[src/rtl/fetch_stage_pkg.sv]
// Shared fetch-stage types and constants.
package fetch_stage_pkg;

    typedef enum logic {
        SReq  = 1'b0,
        SWait = 1'b1
    } fetch_state_e;

    // addi x0, x0, 0
    localparam logic [31:0] NopIns   = 32'h0000_0013;
    localparam logic [31:0] PcStep   = 32'd4;
    localparam logic [31:0] ZeroWord = 32'h0000_0000;

    // Force a byte address onto a word boundary.
    function automatic logic [31:0] align_word(input logic [31:0] addr);
        return addr & ~32'd3;
    endfunction

endpackage

[src/rtl/fetch_stage_if.sv]
// Fetch-stage bus: instruction memory, redirect input and IF/ID output toward decode.
interface fetch_stage_if;

    logic        imem_req;
    logic [31:0] imem_addr;
    logic        imem_gnt;
    logic        imem_rvalid;
    logic [31:0] imem_rdata;

    logic        redirect_valid;
    logic [31:0] redirect_pc;

    logic        ins_valid;
    logic [31:0] ins;
    logic [31:0] ins_pc;
    logic        ins_ready;

    // Fetch stage side.
    modport master (
        output imem_req, imem_addr, ins_valid, ins, ins_pc,
        input  imem_gnt, imem_rvalid, imem_rdata, redirect_valid, redirect_pc, ins_ready
    );

    // Memory, branch unit and decode side.
    modport slave (
        input  imem_req, imem_addr, ins_valid, ins, ins_pc,
        output imem_gnt, imem_rvalid, imem_rdata, redirect_valid, redirect_pc, ins_ready
    );

endinterface

[src/rtl/fetch_stage_buf.sv]
// One-entry IF/ID buffer: holds a fetched word and its PC until decode takes it.
module fetch_stage_buf
    import fetch_stage_pkg::*;
#(
    parameter logic [31:0] NOP_INS = NopIns
) (
    input  logic        clk,
    input  logic        rst,
    input  logic        load_i,
    input  logic        flush_i,
    input  logic        ready_i,
    input  logic [31:0] data_i,
    input  logic [31:0] pc_i,
    output logic        valid_o,
    output logic [31:0] ins_o,
    output logic [31:0] pc_o
);

    logic        valid_q, valid_d;
    logic [31:0] ins_q, ins_d;
    logic [31:0] pc_q, pc_d;

    // Flush beats load beats consume; an empty buffer always shows NOP_INS.
    always_comb begin
        valid_d = valid_q;
        ins_d   = ins_q;
        pc_d    = pc_q;
        if (flush_i) begin
            valid_d = 1'b0;
            ins_d   = NOP_INS;
        end else if (load_i) begin
            valid_d = 1'b1;
            ins_d   = data_i;
            pc_d    = pc_i;
        end else if (valid_q && ready_i) begin
            valid_d = 1'b0;
            ins_d   = NOP_INS;
        end
    end

    // Buffer registers with synchronous reset.
    always_ff @(posedge clk) begin
        if (rst) begin
            valid_q <= 1'b0;
            ins_q   <= NOP_INS;
            pc_q    <= ZeroWord;
        end else begin
            valid_q <= valid_d;
            ins_q   <= ins_d;
            pc_q    <= pc_d;
        end
    end

    assign valid_o = valid_q;
    assign ins_o   = ins_q;
    assign pc_o    = pc_q;

endmodule

[src/rtl/fetch_stage.sv]
// Instruction fetch: owns the PC, one outstanding imem request, stale-response dropping.
module fetch_stage
    import fetch_stage_pkg::*;
#(
    parameter logic [31:0] RESET_PC = 32'h0000_0000,
    parameter logic [31:0] NOP_INS  = NopIns
) (
    input  logic          clk,
    input  logic          rst,
    fetch_stage_if.master bus
);

    fetch_state_e state_q, state_d;
    logic [31:0]  pc_q, pc_d;
    logic         drop_q, drop_d;

    logic        req;
    logic        resp;
    logic        load;
    logic        buf_valid;
    logic [31:0] buf_ins;
    logic [31:0] buf_pc;

    // Request only when the buffer will be free by the time the word returns.
    always_comb begin
        req = 1'b0;
        if (!rst && state_q == SReq) begin
            req = !buf_valid || bus.ins_ready;
        end
        resp = (state_q == SWait) && bus.imem_rvalid;
        load = resp && !drop_q && !bus.redirect_valid;
    end

    // Next state, PC and drop flag; redirect overrides everything else.
    always_comb begin
        state_d = state_q;
        pc_d    = pc_q;
        drop_d  = drop_q;
        if (bus.redirect_valid) begin
            pc_d = align_word(bus.redirect_pc);
            unique case (state_q)
                SReq: begin
                    // A request granted now targets the old PC, so its data is stale.
                    if (req && bus.imem_gnt) begin
                        drop_d  = 1'b1;
                        state_d = SWait;
                    end
                end
                SWait: begin
                    if (bus.imem_rvalid) begin
                        drop_d  = 1'b0;
                        state_d = SReq;
                    end else begin
                        drop_d = 1'b1;
                    end
                end
                default: state_d = SReq;
            endcase
        end else begin
            unique case (state_q)
                SReq: begin
                    if (req && bus.imem_gnt) begin
                        state_d = SWait;
                    end
                end
                SWait: begin
                    if (bus.imem_rvalid) begin
                        if (drop_q) begin
                            drop_d = 1'b0;
                        end else begin
                            pc_d = pc_q + PcStep;
                        end
                        state_d = SReq;
                    end
                end
                default: state_d = SReq;
            endcase
        end
    end

    // State registers with synchronous reset.
    always_ff @(posedge clk) begin
        if (rst) begin
            state_q <= SReq;
            pc_q    <= RESET_PC;
            drop_q  <= 1'b0;
        end else begin
            state_q <= state_d;
            pc_q    <= pc_d;
            drop_q  <= drop_d;
        end
    end

    fetch_stage_buf #(
        .NOP_INS (NOP_INS)
    ) u_buf (
        .clk     (clk),
        .rst     (rst),
        .load_i  (load),
        .flush_i (bus.redirect_valid),
        .ready_i (bus.ins_ready),
        .data_i  (bus.imem_rdata),
        .pc_i    (pc_q),
        .valid_o (buf_valid),
        .ins_o   (buf_ins),
        .pc_o    (buf_pc)
    );

    assign bus.imem_req  = req;
    assign bus.imem_addr = pc_q;
    assign bus.ins_valid = buf_valid;
    assign bus.ins       = buf_ins;
    assign bus.ins_pc    = buf_pc;

endmodule

[src/flat_wrapper.sv]
// flat-port wrapper written by rule: the top's interface ports become plain ports
module fetch_stage_flat import fetch_stage_pkg::*;
#(
    parameter logic [31:0] RESET_PC = 32'h0000_0000,
    parameter logic [31:0] NOP_INS  = NopIns
)
  (clk, rst, bus_imem_req, bus_imem_addr, bus_ins_valid, bus_ins, bus_ins_pc, bus_imem_gnt, bus_imem_rvalid, bus_imem_rdata, bus_redirect_valid, bus_redirect_pc, bus_ins_ready);
  fetch_stage_if bus_i ();
  input  logic clk;
  input  logic rst;
  output wire logic [$bits(bus_i.imem_req)-1:0] bus_imem_req;
  output wire logic [$bits(bus_i.imem_addr)-1:0] bus_imem_addr;
  output wire logic [$bits(bus_i.ins_valid)-1:0] bus_ins_valid;
  output wire logic [$bits(bus_i.ins)-1:0] bus_ins;
  output wire logic [$bits(bus_i.ins_pc)-1:0] bus_ins_pc;
  input wire logic [$bits(bus_i.imem_gnt)-1:0] bus_imem_gnt;
  input wire logic [$bits(bus_i.imem_rvalid)-1:0] bus_imem_rvalid;
  input wire logic [$bits(bus_i.imem_rdata)-1:0] bus_imem_rdata;
  input wire logic [$bits(bus_i.redirect_valid)-1:0] bus_redirect_valid;
  input wire logic [$bits(bus_i.redirect_pc)-1:0] bus_redirect_pc;
  input wire logic [$bits(bus_i.ins_ready)-1:0] bus_ins_ready;
  assign bus_imem_req = bus_i.imem_req;
  assign bus_imem_addr = bus_i.imem_addr;
  assign bus_ins_valid = bus_i.ins_valid;
  assign bus_ins = bus_i.ins;
  assign bus_ins_pc = bus_i.ins_pc;
  assign bus_i.imem_gnt = bus_imem_gnt;
  assign bus_i.imem_rvalid = bus_imem_rvalid;
  assign bus_i.imem_rdata = bus_imem_rdata;
  assign bus_i.redirect_valid = bus_redirect_valid;
  assign bus_i.redirect_pc = bus_redirect_pc;
  assign bus_i.ins_ready = bus_ins_ready;
  fetch_stage #(.RESET_PC(RESET_PC), .NOP_INS(NOP_INS)) u_core (.clk(clk), .rst(rst), .bus(bus_i));
endmodule
[config.mk]
export PLATFORM = sky130hd
export DESIGN_NAME = fetch_stage_flat
export DESIGN_NICKNAME = d
export VERILOG_FILES = /design/src/rtl/fetch_stage_pkg.sv /design/src/rtl/fetch_stage_if.sv /design/src/rtl/fetch_stage_buf.sv /design/src/rtl/fetch_stage.sv /design/src/flat_wrapper.sv
export SDC_FILE = /design/constraint.sdc
export NUM_CORES = 1
export LEC_CHECK = 0
export CAP_MARGIN = 15
export CORE_MARGIN = 1
export CORE_UTILIZATION = 30
export CTS_CLUSTER_SIZE = 16
export DETAILED_ROUTE_END_ITERATION = 7
export SLEW_MARGIN = 20
export SYNTH_ARGS = -nofsm -noshare
export SYNTH_HDL_FRONTEND = slang
export SYNTH_SLANG_ARGS = --single-unit
[constraint.sdc]
create_clock -name clk -period 4.15 [get_ports clk]
set_clock_uncertainty 0.15 [all_clocks]
set_input_delay 0.415 -clock clk [delete_from_list [all_inputs] [get_ports clk]]
set_output_delay 0.415 -clock clk [all_outputs]
set_load 0.02 [all_outputs]
==> impl.org <==
** Status
- The run finished with clean final reports.

** Final layout
- Share of cells above drive strength 1 :: 4.717%
- Combined flip-flop and latch cell area :: 0.001902 sq mm
- In the final layout, the multi-input gates occupy 0.001987 sq mm.
- Final-stage net count :: 705
- Antenna diode count :: 0
- Layout area overhead :: 46.48%
- The layout has 1,360 filler cells.

** Die
- Measured along the x axis, the die boundary spans 119.5 um.
- Number of placed I/O pins :: 168
- The die is 119.5 um tall.
- Die Area :: 0.01429 sq mm
- The initialized floorplan defines 42 standard-cell rows.
- Floorplan core area :: 0.01335 sq mm
- Initial cell density of the core :: 31.06%

** STA
- For the pin with the worst max-slew slack, the measured transition is 0.9118 ns.
- Total Negative Setup Slacks :: 0 ns
- Unrepaired setup endpoints after global routing :: no
- Static timing analysis puts the maximum clock frequency at 370.0 MHz.
- Once routing completed, OpenROAD measured the worst setup slack at 1.447 ns.
- Total setup violations reported at the end of the flow :: 0
- Rel. slew slack :: 38.65%
- Time the final worst path needs with I/O delays and setup :: 2.703 ns
- The final critical path takes up 65.13% of the cycle.
- Final Max Tran Viols :: 0
- Final hold violation count :: 0

** Clock tree
- Post-CTS Hold Buffers :: 0
- Clock tree from TritonCTS :: yes
- Post-cts resize count :: 0
- H-Tree Level Count :: 3
- Cell at the root of the clock tree :: clkbuf_16
- Count of buffers added by post-CTS timing repair for setup :: 0
- Num CTS Buffers :: 9
- Number of clock sinks :: 95
- Clock-pin slew reported for the worst setup and hold paths after clock tree synthesis :: 0.07 ns
- Clock insertion delay at the later pin of the skew report :: 0.35 ns
- Maximum count of clock buffers along a single path :: 2

** Worst setup path
- CP max stage cell :: or3_1
- Traced cell by cell, the critical path runs through clkdlybuf4s50_1 -> nand4b_1 -> or3_1 -> or4_1 -> a311oi_1.
- CP arrival :: 2.81 ns
- CP Data Required Time :: 4.26 ns
- Critical-path maximum fanout :: 11
- Critical Path Sink Type :: flop
- On the worst path, the slowest cell contributes a delay of 0.61 ns.
- Worst setup path category :: primary input to flop
- The worst setup path is launched from a primary input.

** Route
- Antenna Violating Nets Remaining :: 0
- Per-cell via count in the routed design :: 5.150
- For this run, design rule violations remaining after detail routing come to 0.
- For this block, the initial DRC count from the detailed router was 277.
- Drt first pass iters :: 7
- Total via count in the routed design :: 4,182
- Wires add up to 12.90 mm.
- In the final routed layout, each cell accounts on average for 15.88 um.

** Power
- For this design the ratio of total power to cell area is 327.1 mW/mm^2.
- Proportion of total power due to net switching :: 25.40%
- Largest voltage drop on the vdd net :: 260.9 uV
- Cell Int Power :: 1.482 mW
- Summed over all cells, the static leakage comes to 1.938 nW.
- Combinational logic is responsible for 12.4% of the overall power.
- The clock network is responsible for 38.2% of the overall power.
- Part of the power in registers :: 49.4%
- P_sw :: 504.6 uW

** Yosys
- Instance count of the mapped netlist :: 494
- Proportion of register bits with asynchronous set or reset after synthesis :: 0%
- Yosys mapped a number of flops with a built-in enable equal to 0.
- The synthesized design devotes to its leading area cell type 45.88% of total area.
- Synth top area cells :: dfxtp_1 46%, nand2_1 7.5%, nor2_1 5.4%, a22oi_1 5.3%, a21oi_1 4.0%
- Warnings from Yosys :: 0
- Total of flip-flops plus latches after synthesis :: 95
- Seq/Total Area, Yosys :: 45.88%
- dfxtp_1 is the most common cell in the netlist.
- The commonest cells after synthesis are 95 x dfxtp_1, 83 x nand2_1, 60 x nor2_1.
- The biggest area contributor in the post-synthesis netlist is dfxtp_1.
- In the synthesized netlist the dominant register cell turns out to be dfxtp_1.
- In this run the cell area of the synthesized design comes to 0.004145 sq mm.
- Average instance area after synthesis :: 8.391 sq um
- Post-synthesis cell type count :: 52

** Placed design
- Number of input and output port buffers inserted :: 161
- Routability congestion estimate :: 0.7792
- Detailed placement finished with a half-perimeter wire length of 8.921 mm.
- Post-place setup slack :: 1.099 ns

** Global routing
- In the global route stage, overall resource usage came out at 18.15%.
- Via count of the first global-routing pass :: 3,984
- Maximum number of pins on one net before global-route repair :: 74
- Number of antenna violations at the first check in global routing :: 0
- The total overflow left after global routing is 0.
- The first global-routing pass estimated 20.48 mm of wire.

** Job
- Number of max-cap violations :: 0

** Worst hold path
- Type of the worst min-delay path :: flop to flop
## routing by layer
layer / global-route usage, % / wire, um / vias up
met5: 0 / 0 / -
met4: 3.828 / 98 / 0
met3: 7.557 / 1157 / 6
met2: 29.66 / 6050 / 160
met1: 22.23 / 5591 / 1963
li1: - / - / 2053
## cell usage in the layout (no fill, tap or decap), types with 6 or more instances in the layout
| master | synthesis | final |
|---|---|---|
| nor3_1 | 6 | 6 |
| clkbuf_16 | 0 | 9 |
| nand4_1 | 15 | 15 |
| dfxtp_1 | 95 | 95 |
| nor4_1 | 6 | 6 |
| inv_1 | 10 | 10 |
| buf_4 | 4 | 6 |
| o31ai_1 | 8 | 8 |
| nand3_1 | 10 | 10 |
| a211oi_1 | 7 | 7 |
| a311oi_1 | 15 | 15 |
| or4_1 | 8 | 8 |
| nand2_1 | 83 | 83 |
| nor2_1 | 60 | 60 |
| a21oi_1 | 33 | 32 |
| clkdlybuf4s50_1 | 0 | 160 |
| a22oi_1 | 29 | 29 |
| o21ai_0 | 7 | 7 |
| or3_1 | 6 | 6 |
## critical path, delay by kind of cell
family / cells / cell delay [ns]
AO/OA/AOI/OAI: 1 / 0.27
AND/OR/NAND/NOR: 3 / 1.54
buffers and inverters: 1 / 0.58
## path summary, 6_finish.rpt
| path | endpoint | slack [ns] | cells after the start | start |
|---|---|---|---|---|
| min reg2reg | u_core.u_buf.pc_o[29]$_SDFFE_PP0P_ | 0.31 | 2 | u_core.u_buf.pc_o[29]$_SDFFE_PP0P_ |
| max | u_core.bus.imem_addr[24]$_SDFFE_PP0P_ | 1.45 | 5 | bus_imem_rvalid |
| max reg2reg | u_core.bus.imem_addr[24]$_SDFFE_PP0P_ | 1.46 | 5 | u_core.bus.imem_addr[2]$_SDFFE_PP0P_ |
| min | u_core.u_buf.pc_o[29]$_SDFFE_PP0P_ | 0.31 | 2 | u_core.u_buf.pc_o[29]$_SDFFE_PP0P_ |
## flip-flops by register name, summed over array words and instances (netlist names)
register and flops:
u_core.bus.imem_addr 30, u_core.u_buf.valid_o 1, u_core.u_buf.ins_o 32, u_core.u_buf.pc_o 30, u_core.state_q 1, u_core.drop_q 1
## stage by stage
stage	cells	total power, mW	hold slack (ns)	utilization (%)	cell area [sq um]
2_1_floorplan	497	1.110	0.3215	-	4156
3_3_place_gp	799	1.246	0.2944	43.59	5818
3_5_place_dp	799	1.249	0.2994	43.59	5818
4_1_cts	812	2.013	0.3079	45.49	6072
5_1_grt	812	2.062	0.3254	45.49	6072
6_report	812	1.986	0.3053	45.49	6072
## cell families (layout without fill, tap and decap cells)
family                     count (synthesis)  in the layout  synth area share, %
other                                      1              4              0.09047
and+or+nand+nor                          217            217                25.26
xor gates and xnor gates                   7              7                1.479
adders and majority gates                  1              1               0.3018
AOI/OAI and AO/OA                        121            121                20.07
DFF                                       95             95                45.88
buffers and inverters                     52            191                6.912
## layout make-up
cell class	instances	area share, %
Tap cell	176	3.627
Timing Repair Buffer	168	27.53
Clock inverter	1	0.1236
Clock buffer	12	4.059
Sequential cell	95	31.32
Multi-Input combinational cell	350	32.72
Inverter	10	0.6182
## power groups by stage
stage / clock network (mW) / logic (mW) / registers [mW]
6_report: 0.758 / 0.246 / 0.982
2_1_floorplan: 0 / 0.0937 / 1.02
5_1_grt: 0.810 / 0.265 / 0.987
3_5_place_dp: 0 / 0.247 / 1.00
3_3_place_gp: 0 / 0.245 / 1.00
4_1_cts: 0.783 / 0.248 / 0.982
No activity file was read; power rests on OpenSTA's default activity.
